### config.mk
export PLATFORM = sky130hd
export DESIGN_NAME = uart_rx
export DESIGN_NICKNAME = d
export VERILOG_FILES = /design/src/rtl/uart_pkg.sv /design/src/rtl/uart_rx_fifo.sv /design/src/rtl/uart_rx.sv
export SDC_FILE = /design/constraint.sdc
export NUM_CORES = 1
export LEC_CHECK = 0
export CORE_MARGIN = 2
export CORE_UTILIZATION = 54
export DETAILED_ROUTE_END_ITERATION = 8
export PLACE_DENSITY = 0.83
export SLEW_MARGIN = 20
export SYNTH_ARGS = -nofsm -noshare
export SYNTH_HDL_FRONTEND = slang
export SYNTH_SLANG_ARGS = --single-unit
### constraint.sdc
create_clock -name i_clk -period 1.9 [get_ports i_clk]
set_input_delay 0.38 -clock i_clk [delete_from_list [all_inputs] [get_ports i_clk]]
set_output_delay 0.38 -clock i_clk [all_outputs]
set_load 0.03 [all_outputs]
### src/rtl/uart_pkg.sv
// Shared UART definitions: receive FSM encoding, data width and baud divisor helper.
package uart_pkg;

    localparam int unsigned UART_DATA_BITS = 8;

    typedef enum logic [2:0] {
        RX_IDLE   = 3'd0,
        RX_START  = 3'd1,
        RX_DATA   = 3'd2,
        RX_PARITY = 3'd3,
        RX_STOP   = 3'd4
    } rx_state_t;

    // Clocks per bit period, truncated.
    function automatic int unsigned clocks_per_baud(input int unsigned clock_freq,
                                                    input int unsigned baud);
        return clock_freq / baud;
    endfunction

endpackage

### src/rtl/uart_rx_fifo.sv
// Small synchronous FIFO with a registered head entry and registered empty/full flags.
// A push while full is dropped unless a pop happens in the same cycle.
module uart_rx_fifo #(
    parameter int unsigned WIDTH = 8,
    parameter int unsigned DEPTH = 4
) (
    input  logic             i_clk,
    input  logic             i_rst_n,
    input  logic             i_push,
    input  logic [WIDTH-1:0] i_push_data,
    input  logic             i_pop,
    output logic [WIDTH-1:0] o_head_data,
    output logic             o_empty,
    output logic             o_full
);

    localparam int unsigned AW = (DEPTH > 1) ? $clog2(DEPTH) : 1;
    localparam int unsigned CW = AW + 1;

    logic [WIDTH-1:0] r_mem [DEPTH];
    logic [AW-1:0]    r_wr_ptr;
    logic [AW-1:0]    r_rd_ptr;
    logic [CW-1:0]    r_count;
    logic [WIDTH-1:0] r_head;
    logic             r_empty;
    logic             r_full;

    logic             w_do_push;
    logic             w_do_pop;
    logic [AW-1:0]    w_rd_ptr_p1;
    logic [CW-1:0]    w_count_nxt;
    logic [WIDTH-1:0] w_head_nxt;

    assign w_do_pop    = i_pop & ~r_empty;
    assign w_do_push   = i_push & (~r_full | w_do_pop);
    assign w_rd_ptr_p1 = r_rd_ptr + AW'(1);

    always_comb begin
        w_count_nxt = r_count;
        if (w_do_push && !w_do_pop) begin
            w_count_nxt = r_count + CW'(1);
        end else if (!w_do_push && w_do_pop) begin
            w_count_nxt = r_count - CW'(1);
        end
    end

    // Next head: the entry behind the popped one, or the incoming byte when it lands at the head.
    always_comb begin
        w_head_nxt = r_head;
        if (w_do_pop) begin
            if (r_count == CW'(1)) begin
                w_head_nxt = w_do_push ? i_push_data : r_head;
            end else begin
                w_head_nxt = r_mem[w_rd_ptr_p1];
            end
        end else if (r_empty && w_do_push) begin
            w_head_nxt = i_push_data;
        end
    end

    always_ff @(posedge i_clk or negedge i_rst_n) begin
        if (!i_rst_n) begin
            for (int i = 0; i < int'(DEPTH); i++) begin
                r_mem[i] <= '0;
            end
            r_wr_ptr <= '0;
            r_rd_ptr <= '0;
            r_count  <= '0;
            r_head   <= '0;
            r_empty  <= 1'b1;
            r_full   <= 1'b0;
        end else begin
            if (w_do_push) begin
                r_mem[r_wr_ptr] <= i_push_data;
                r_wr_ptr        <= r_wr_ptr + AW'(1);
            end
            if (w_do_pop) begin
                r_rd_ptr <= w_rd_ptr_p1;
            end
            r_count <= w_count_nxt;
            r_head  <= w_head_nxt;
            r_empty <= (w_count_nxt == CW'(0));
            r_full  <= (w_count_nxt == CW'(DEPTH));
        end
    end

    assign o_head_data = r_head;
    assign o_empty     = r_empty;
    assign o_full      = r_full;

endmodule

### src/rtl/uart_rx.sv
// UART receiver: 2-flop synchroniser, baud counter, frame FSM and shift register feeding a byte FIFO.
// Define UART_RX_PARITY_EN for 8E1 frames with parity checking; otherwise frames are 8N1.
module uart_rx
    import uart_pkg::*;
#(
    parameter int unsigned CLOCK_FREQ = 16_000_000,
    parameter int unsigned BAUD       = 115200,
    parameter int unsigned FIFO_DEPTH = 4
) (
    input  logic                      i_clk,
    input  logic                      i_rst_n,
    input  logic                      i_rx_unsafe,
    output logic [UART_DATA_BITS-1:0] o_read_data,
    output logic                      o_rx_valid,
    input  logic                      i_read_enable,
    output logic                      o_frame_err,
    output logic                      o_overrun,
    output logic                      o_parity_err
);

    localparam int unsigned CLOCKS_PER_BAUD = clocks_per_baud(CLOCK_FREQ, BAUD);
    localparam int unsigned HALF_BAUD       = CLOCKS_PER_BAUD / 2;
    localparam int unsigned CNT_W           = $clog2(CLOCKS_PER_BAUD);
    localparam int unsigned BIT_W           = $clog2(UART_DATA_BITS);

    logic                      r_sync1;
    logic                      r_rx_s;
    rx_state_t                 r_state;
    rx_state_t                 w_state_nxt;
    logic [CNT_W-1:0]          r_cnt;
    logic [BIT_W-1:0]          r_bit_idx;
    logic [UART_DATA_BITS-1:0] r_shift;
    logic                      r_frame_err;
    logic                      r_overrun;

    logic                      w_mid;
    logic                      w_bit_end;
    logic                      w_last_bit;
    logic                      w_cnt_clr;
    logic                      w_idx_clr;
    logic                      w_shift_en;
    logic                      w_push;
    logic                      w_frame_err;
    logic                      w_pop;
    logic                      w_fifo_empty;
    logic                      w_fifo_full;
    logic [UART_DATA_BITS-1:0] w_fifo_head;
`ifdef UART_RX_PARITY_EN
    logic                      r_par_bad;
    logic                      r_parity_err;
    logic                      w_par_err;
`endif

    // Line idles high, so the synchroniser resets to 1.
    always_ff @(posedge i_clk or negedge i_rst_n) begin
        if (!i_rst_n) begin
            r_sync1 <= 1'b1;
            r_rx_s  <= 1'b1;
        end else begin
            r_sync1 <= i_rx_unsafe;
            r_rx_s  <= r_sync1;
        end
    end

    assign w_mid      = (r_cnt == CNT_W'(HALF_BAUD));
    assign w_bit_end  = (r_cnt == CNT_W'(CLOCKS_PER_BAUD - 1));
    assign w_last_bit = (r_bit_idx == BIT_W'(UART_DATA_BITS - 1));

    always_ff @(posedge i_clk or negedge i_rst_n) begin
        if (!i_rst_n) begin
            r_state <= RX_IDLE;
        end else begin
            r_state <= w_state_nxt;
        end
    end

    always_comb begin
        w_state_nxt = r_state;
        case (r_state)
            RX_IDLE:  if (!r_rx_s) w_state_nxt = RX_START;
            RX_START: if (w_mid) w_state_nxt = r_rx_s ? RX_IDLE : RX_DATA;
`ifdef UART_RX_PARITY_EN
            RX_DATA:   if (w_bit_end && w_last_bit) w_state_nxt = RX_PARITY;
            RX_PARITY: if (w_bit_end) w_state_nxt = RX_STOP;
`else
            RX_DATA:   if (w_bit_end && w_last_bit) w_state_nxt = RX_STOP;
`endif
            RX_STOP:  if (w_bit_end) w_state_nxt = RX_IDLE;
            default:  w_state_nxt = RX_IDLE;
        endcase
    end

    // Samples fall on the half-bit count in START and on the full-bit count afterwards.
    always_comb begin
        w_cnt_clr   = 1'b0;
        w_idx_clr   = 1'b0;
        w_shift_en  = 1'b0;
        w_push      = 1'b0;
        w_frame_err = 1'b0;
`ifdef UART_RX_PARITY_EN
        w_par_err   = 1'b0;
`endif
        case (r_state)
            RX_IDLE: begin
                w_cnt_clr = 1'b1;
                w_idx_clr = 1'b1;
            end
            RX_START: begin
                w_cnt_clr = w_mid;
                w_idx_clr = w_mid;
            end
            RX_DATA: begin
                w_cnt_clr  = w_bit_end;
                w_shift_en = w_bit_end;
            end
`ifdef UART_RX_PARITY_EN
            RX_PARITY: begin
                w_cnt_clr = w_bit_end;
                w_par_err = w_bit_end & ((^r_shift) ^ r_rx_s);
            end
            RX_STOP: begin
                w_cnt_clr   = w_bit_end;
                w_push      = w_bit_end & r_rx_s & ~r_par_bad;
                w_frame_err = w_bit_end & ~r_rx_s;
            end
`else
            RX_STOP: begin
                w_cnt_clr   = w_bit_end;
                w_push      = w_bit_end & r_rx_s;
                w_frame_err = w_bit_end & ~r_rx_s;
            end
`endif
            default: w_cnt_clr = 1'b1;
        endcase
    end

    always_ff @(posedge i_clk or negedge i_rst_n) begin
        if (!i_rst_n) begin
            r_cnt     <= '0;
            r_bit_idx <= '0;
            r_shift   <= '0;
        end else begin
            r_cnt <= w_cnt_clr ? CNT_W'(0) : r_cnt + CNT_W'(1);
            if (w_idx_clr) begin
                r_bit_idx <= '0;
            end else if (w_shift_en) begin
                r_bit_idx <= r_bit_idx + BIT_W'(1);
            end
            if (w_shift_en) begin
                r_shift <= {r_rx_s, r_shift[UART_DATA_BITS-1:1]};
            end
        end
    end

    assign w_pop = i_read_enable & ~w_fifo_empty;

    always_ff @(posedge i_clk or negedge i_rst_n) begin
        if (!i_rst_n) begin
            r_frame_err <= 1'b0;
            r_overrun   <= 1'b0;
        end else begin
            r_frame_err <= w_frame_err;
            r_overrun   <= w_push & w_fifo_full & ~w_pop;
        end
    end

`ifdef UART_RX_PARITY_EN
    // Bad parity is remembered so the stop bit is still checked but the byte is not stored.
    always_ff @(posedge i_clk or negedge i_rst_n) begin
        if (!i_rst_n) begin
            r_par_bad    <= 1'b0;
            r_parity_err <= 1'b0;
        end else begin
            r_parity_err <= w_par_err;
            if (r_state == RX_IDLE) begin
                r_par_bad <= 1'b0;
            end else if (w_par_err) begin
                r_par_bad <= 1'b1;
            end
        end
    end

    assign o_parity_err = r_parity_err;
`else
    assign o_parity_err = 1'b0;
`endif

    uart_rx_fifo #(
        .WIDTH (UART_DATA_BITS),
        .DEPTH (FIFO_DEPTH)
    ) u_fifo (
        .i_clk       (i_clk),
        .i_rst_n     (i_rst_n),
        .i_push      (w_push),
        .i_push_data (r_shift),
        .i_pop       (w_pop),
        .o_head_data (w_fifo_head),
        .o_empty     (w_fifo_empty),
        .o_full      (w_fifo_full)
    );

    assign o_read_data = w_fifo_head;
    assign o_rx_valid  = ~w_fifo_empty;
    assign o_frame_err = r_frame_err;
    assign o_overrun   = r_overrun;

endmodule
==> results.toml <==
[die]
fp.dieW_um = 85.7
coreArea_um2 = 6390
io_pins = 16
dieArea_um2 = 7340
die_h_um = 85.7
start_util_pct = 56.4
rows = 29

[sta]
setup-violations-final = 3
period_share_pct = 100
fin_skew_ns = 0.00902
hold_viol = 0
fmax_mhz = 524
period_minus_slack_ns = 1.91
drv_slew = 0
whs_ns = 0.363
grt_setup_unrepaired = "yes"
fin_ws_ns = -0.00893

[yosys]
yosysWarnings = 0
synth_nets = 283
async_flop_share_pct = 100
syn_area_um2 = 3600
yosys_register_bits = 75
synth_edf_count = 0
synth_area_per_cell_um2 = 13.4
ys.flop_type = "dfrtp_1"
yosys.cell_types.count = 50
ys_seq_area_share_pct = 52.2
synth_cells = 268

[layout]
fin_nets = 335
diodes = 0
layout-drive-gt1-share_pct = 44.6
area_growth_pct = 26.5
final_cell_mix = "70 x dfrtp_1, 43 x mux2_2, 32 x buf_4"
fill_cells = 389
stdcell_count = 402
fin_util_pct = 71.4
final_common_cell = "dfrtp_1"

[power_and_ir_drop]
power_leakage_uw = 0.00215
p_per_area_nw_per_um2 = 884
peakVddDrop_v = 0.000801

[clock_network]
clkLatencyLatePin_ns = 0.36
numClockSinks = 75
clockRootBuffer = "clkbuf_8"
clkTransAtPathRegs_ns = 0.09
cts-buffers-inserted = 9
cts_tree = "built"
cts_buffer_depth = 2
cts_max_level = 3

[global_routing]
grt_pass1_wl_um = 12200
track_usage_pct = 22.0
grt_max_degree = 46
overflow = 0
grt_pass1_vias = 2472
antenna_found_initial = 0

[drt]
drc = 0
vias_per_cell = 5.86
wl_per_cell_um = 19.9
antenna_left = 0
firstDrtPassIters = 4
drt_iter0_drc = 118
vias = 2355
totalWireLength_um = 7990

[job]
drv_cap = 0

[outcome]
violations = "setup timing"
status = "finished with violations"

[setup_path]
cp.required_ns = 2.18
criticalPathCategory = "flip-flop to flip-flop"
cp.arrival_ns = 2.19
startpoint_type = "flip-flop"
cp_max_fo = 3
end_kind = "flip-flop"

[place]
hpwl_um = 4960
place_congestion = 0.860
io_buffers = 14
post-place-cells = 384

[worst_hold_path]
hold_class = "flip-flop to flip-flop"
==> path summary, 6_finish.rpt <==
check	cells after the start	to	from	slack, ns
setup / recovery	5	r_state[1]	r_cnt[6]	-0.009
hold / removal	0	r_rx_s	r_sync1	0.36
setup reg to reg	5	r_state[1]	r_cnt[6]	-0.009
hold reg to reg	0	r_rx_s	r_sync1	0.36
max in group asynchronous	3	u_fifo.r_mem[12]	i_rst_n	0.83
min in group asynchronous	2	r_cnt[3]	i_rst_n	0.49
==> synthesized netlist by cell type, drive strengths merged (2+ instances only) <==
| cell type | instances | area (um^2) |
|---|---|---|
| dfrtp | 72 | 1800 |
| mux2 | 58 | 653 |
| nor2 | 16 | 60.1 |
| nand2 | 13 | 78.8 |
| ha | 11 | 138 |
| mux4 | 8 | 180 |
| xnor2 | 8 | 70.1 |
| a21oi | 7 | 35.0 |
| inv | 7 | 26.3 |
| clkbuf | 6 | 22.5 |
| buf | 4 | 22.5 |
| nand3 | 4 | 20.0 |
| a31oi | 3 | 18.8 |
| and3 | 3 | 18.8 |
| dfstp | 3 | 78.8 |
| nand3b | 3 | 22.5 |
| nor3 | 3 | 20.0 |
| nor3b | 3 | 22.5 |
| nor4bb | 3 | 30.0 |
| o21ai | 3 | 15.0 |
| xor2 | 3 | 26.3 |
| a2111oi | 2 | 36.3 |
| mux2i | 2 | 20.0 |
| nand2b | 2 | 12.5 |
| nand4bb | 2 | 22.5 |
==> routing by layer <==
| layer | up-vias | routed length, um | track usage (%) |
|---|---|---|---|
| li1 | 1076 | - | - |
| met1 | 1236 | 3570 | 29.5 |
| met2 | 31 | 4110 | 35.2 |
| met3 | 12 | 192 | 4.52 |
| met4 | 0 | 118 | 8.95 |
| met5 | - | 0 | 0 |
==> sequential cells by signal, indices dropped and copies added (netlist names) <==
name and cells:
r_rx_s 1, u_fifo.r_count 3, u_fifo.r_rd_ptr 2, u_fifo.r_mem 32
r_bit_idx 3, r_cnt 8, r_shift 8, u_fifo.r_wr_ptr 2
u_fifo.o_empty 1, r_state 3, o_overrun 1, r_sync1 1
o_frame_err 1, u_fifo.o_full 1, u_fifo.o_head_data 8
==> metrics by stage <==
| stage | instance area [um^2] | worst slack (ns) | TNS (ns) | power (uW) |
|---|---|---|---|---|
| CTS | 4380 | -0.0266 | -0.164 | 3990 |
| detailed placement | 4140 | -0.293 | -10.82 | 2720 |
| finish | 4560 | -0.00893 | -0.0140 | 4030 |
| global route | 4560 | -0.0813 | -1.45 | 4210 |
| global placement | 4140 | -0.297 | -10.06 | 2700 |
| floorplan | 3650 | -0.137 | -4.36 | 2320 |
==> final cells by class <==
class                   count  area, um^2  area share (%)
clock buffers               9         124            2.72
clock inverters             7        82.6            1.81
inverters                   7        26.3           0.576
multi-input cells         176        1890            41.4
flip-flops and latches     75        1880            41.3
well taps                  77        96.3            2.11
repair buffers             51         462            10.1
==> critical path, stage by stage, from the launching register on <==
cell	delay (ns)
dfrtp_1	0.45
buf_4	0.16
nor4bb_4	0.30
nand2_1	0.11
or4b_2	0.65
a21oi_2	0.17
==> timing repair <==
| item | 4_1_cts | 5_1_grt |
|---|---|---|
| hold buffers | 1 | 0 |
| pin swaps | 3 | 6 |
| setup buffers | 0 | 1 |
| hold endpoints to repair | 27 | 0 |
| resized for setup | 6 | 28 |
| cloned | 0 | 0 |
| setup endpoints to repair | 35 | 41 |
==> power breakdown <==
group,internal [uW],total [uW],switching [uW]
Combinational,491,983,492
Clock,627,1290,661
Sequential,1680,1760,79.4
Total,2800,4030,1230
==> logic make-up (layout without fill, tap and decap cells) <==
group	Yosys count	in the layout	synth area share [%]
AO/OA/AOI/OAI	25	25	5.31
AND/OR/NAND/NOR	60	60	10.2
XOR/XNOR	11	11	2.67
buffers and inverters	17	74	1.98
other	1	1	0.104
multiplexers	68	68	23.7
adder cells (fa/ha/maj)	11	11	3.82
flip-flops	75	75	52.2
(Power assumes the default switching activity.)
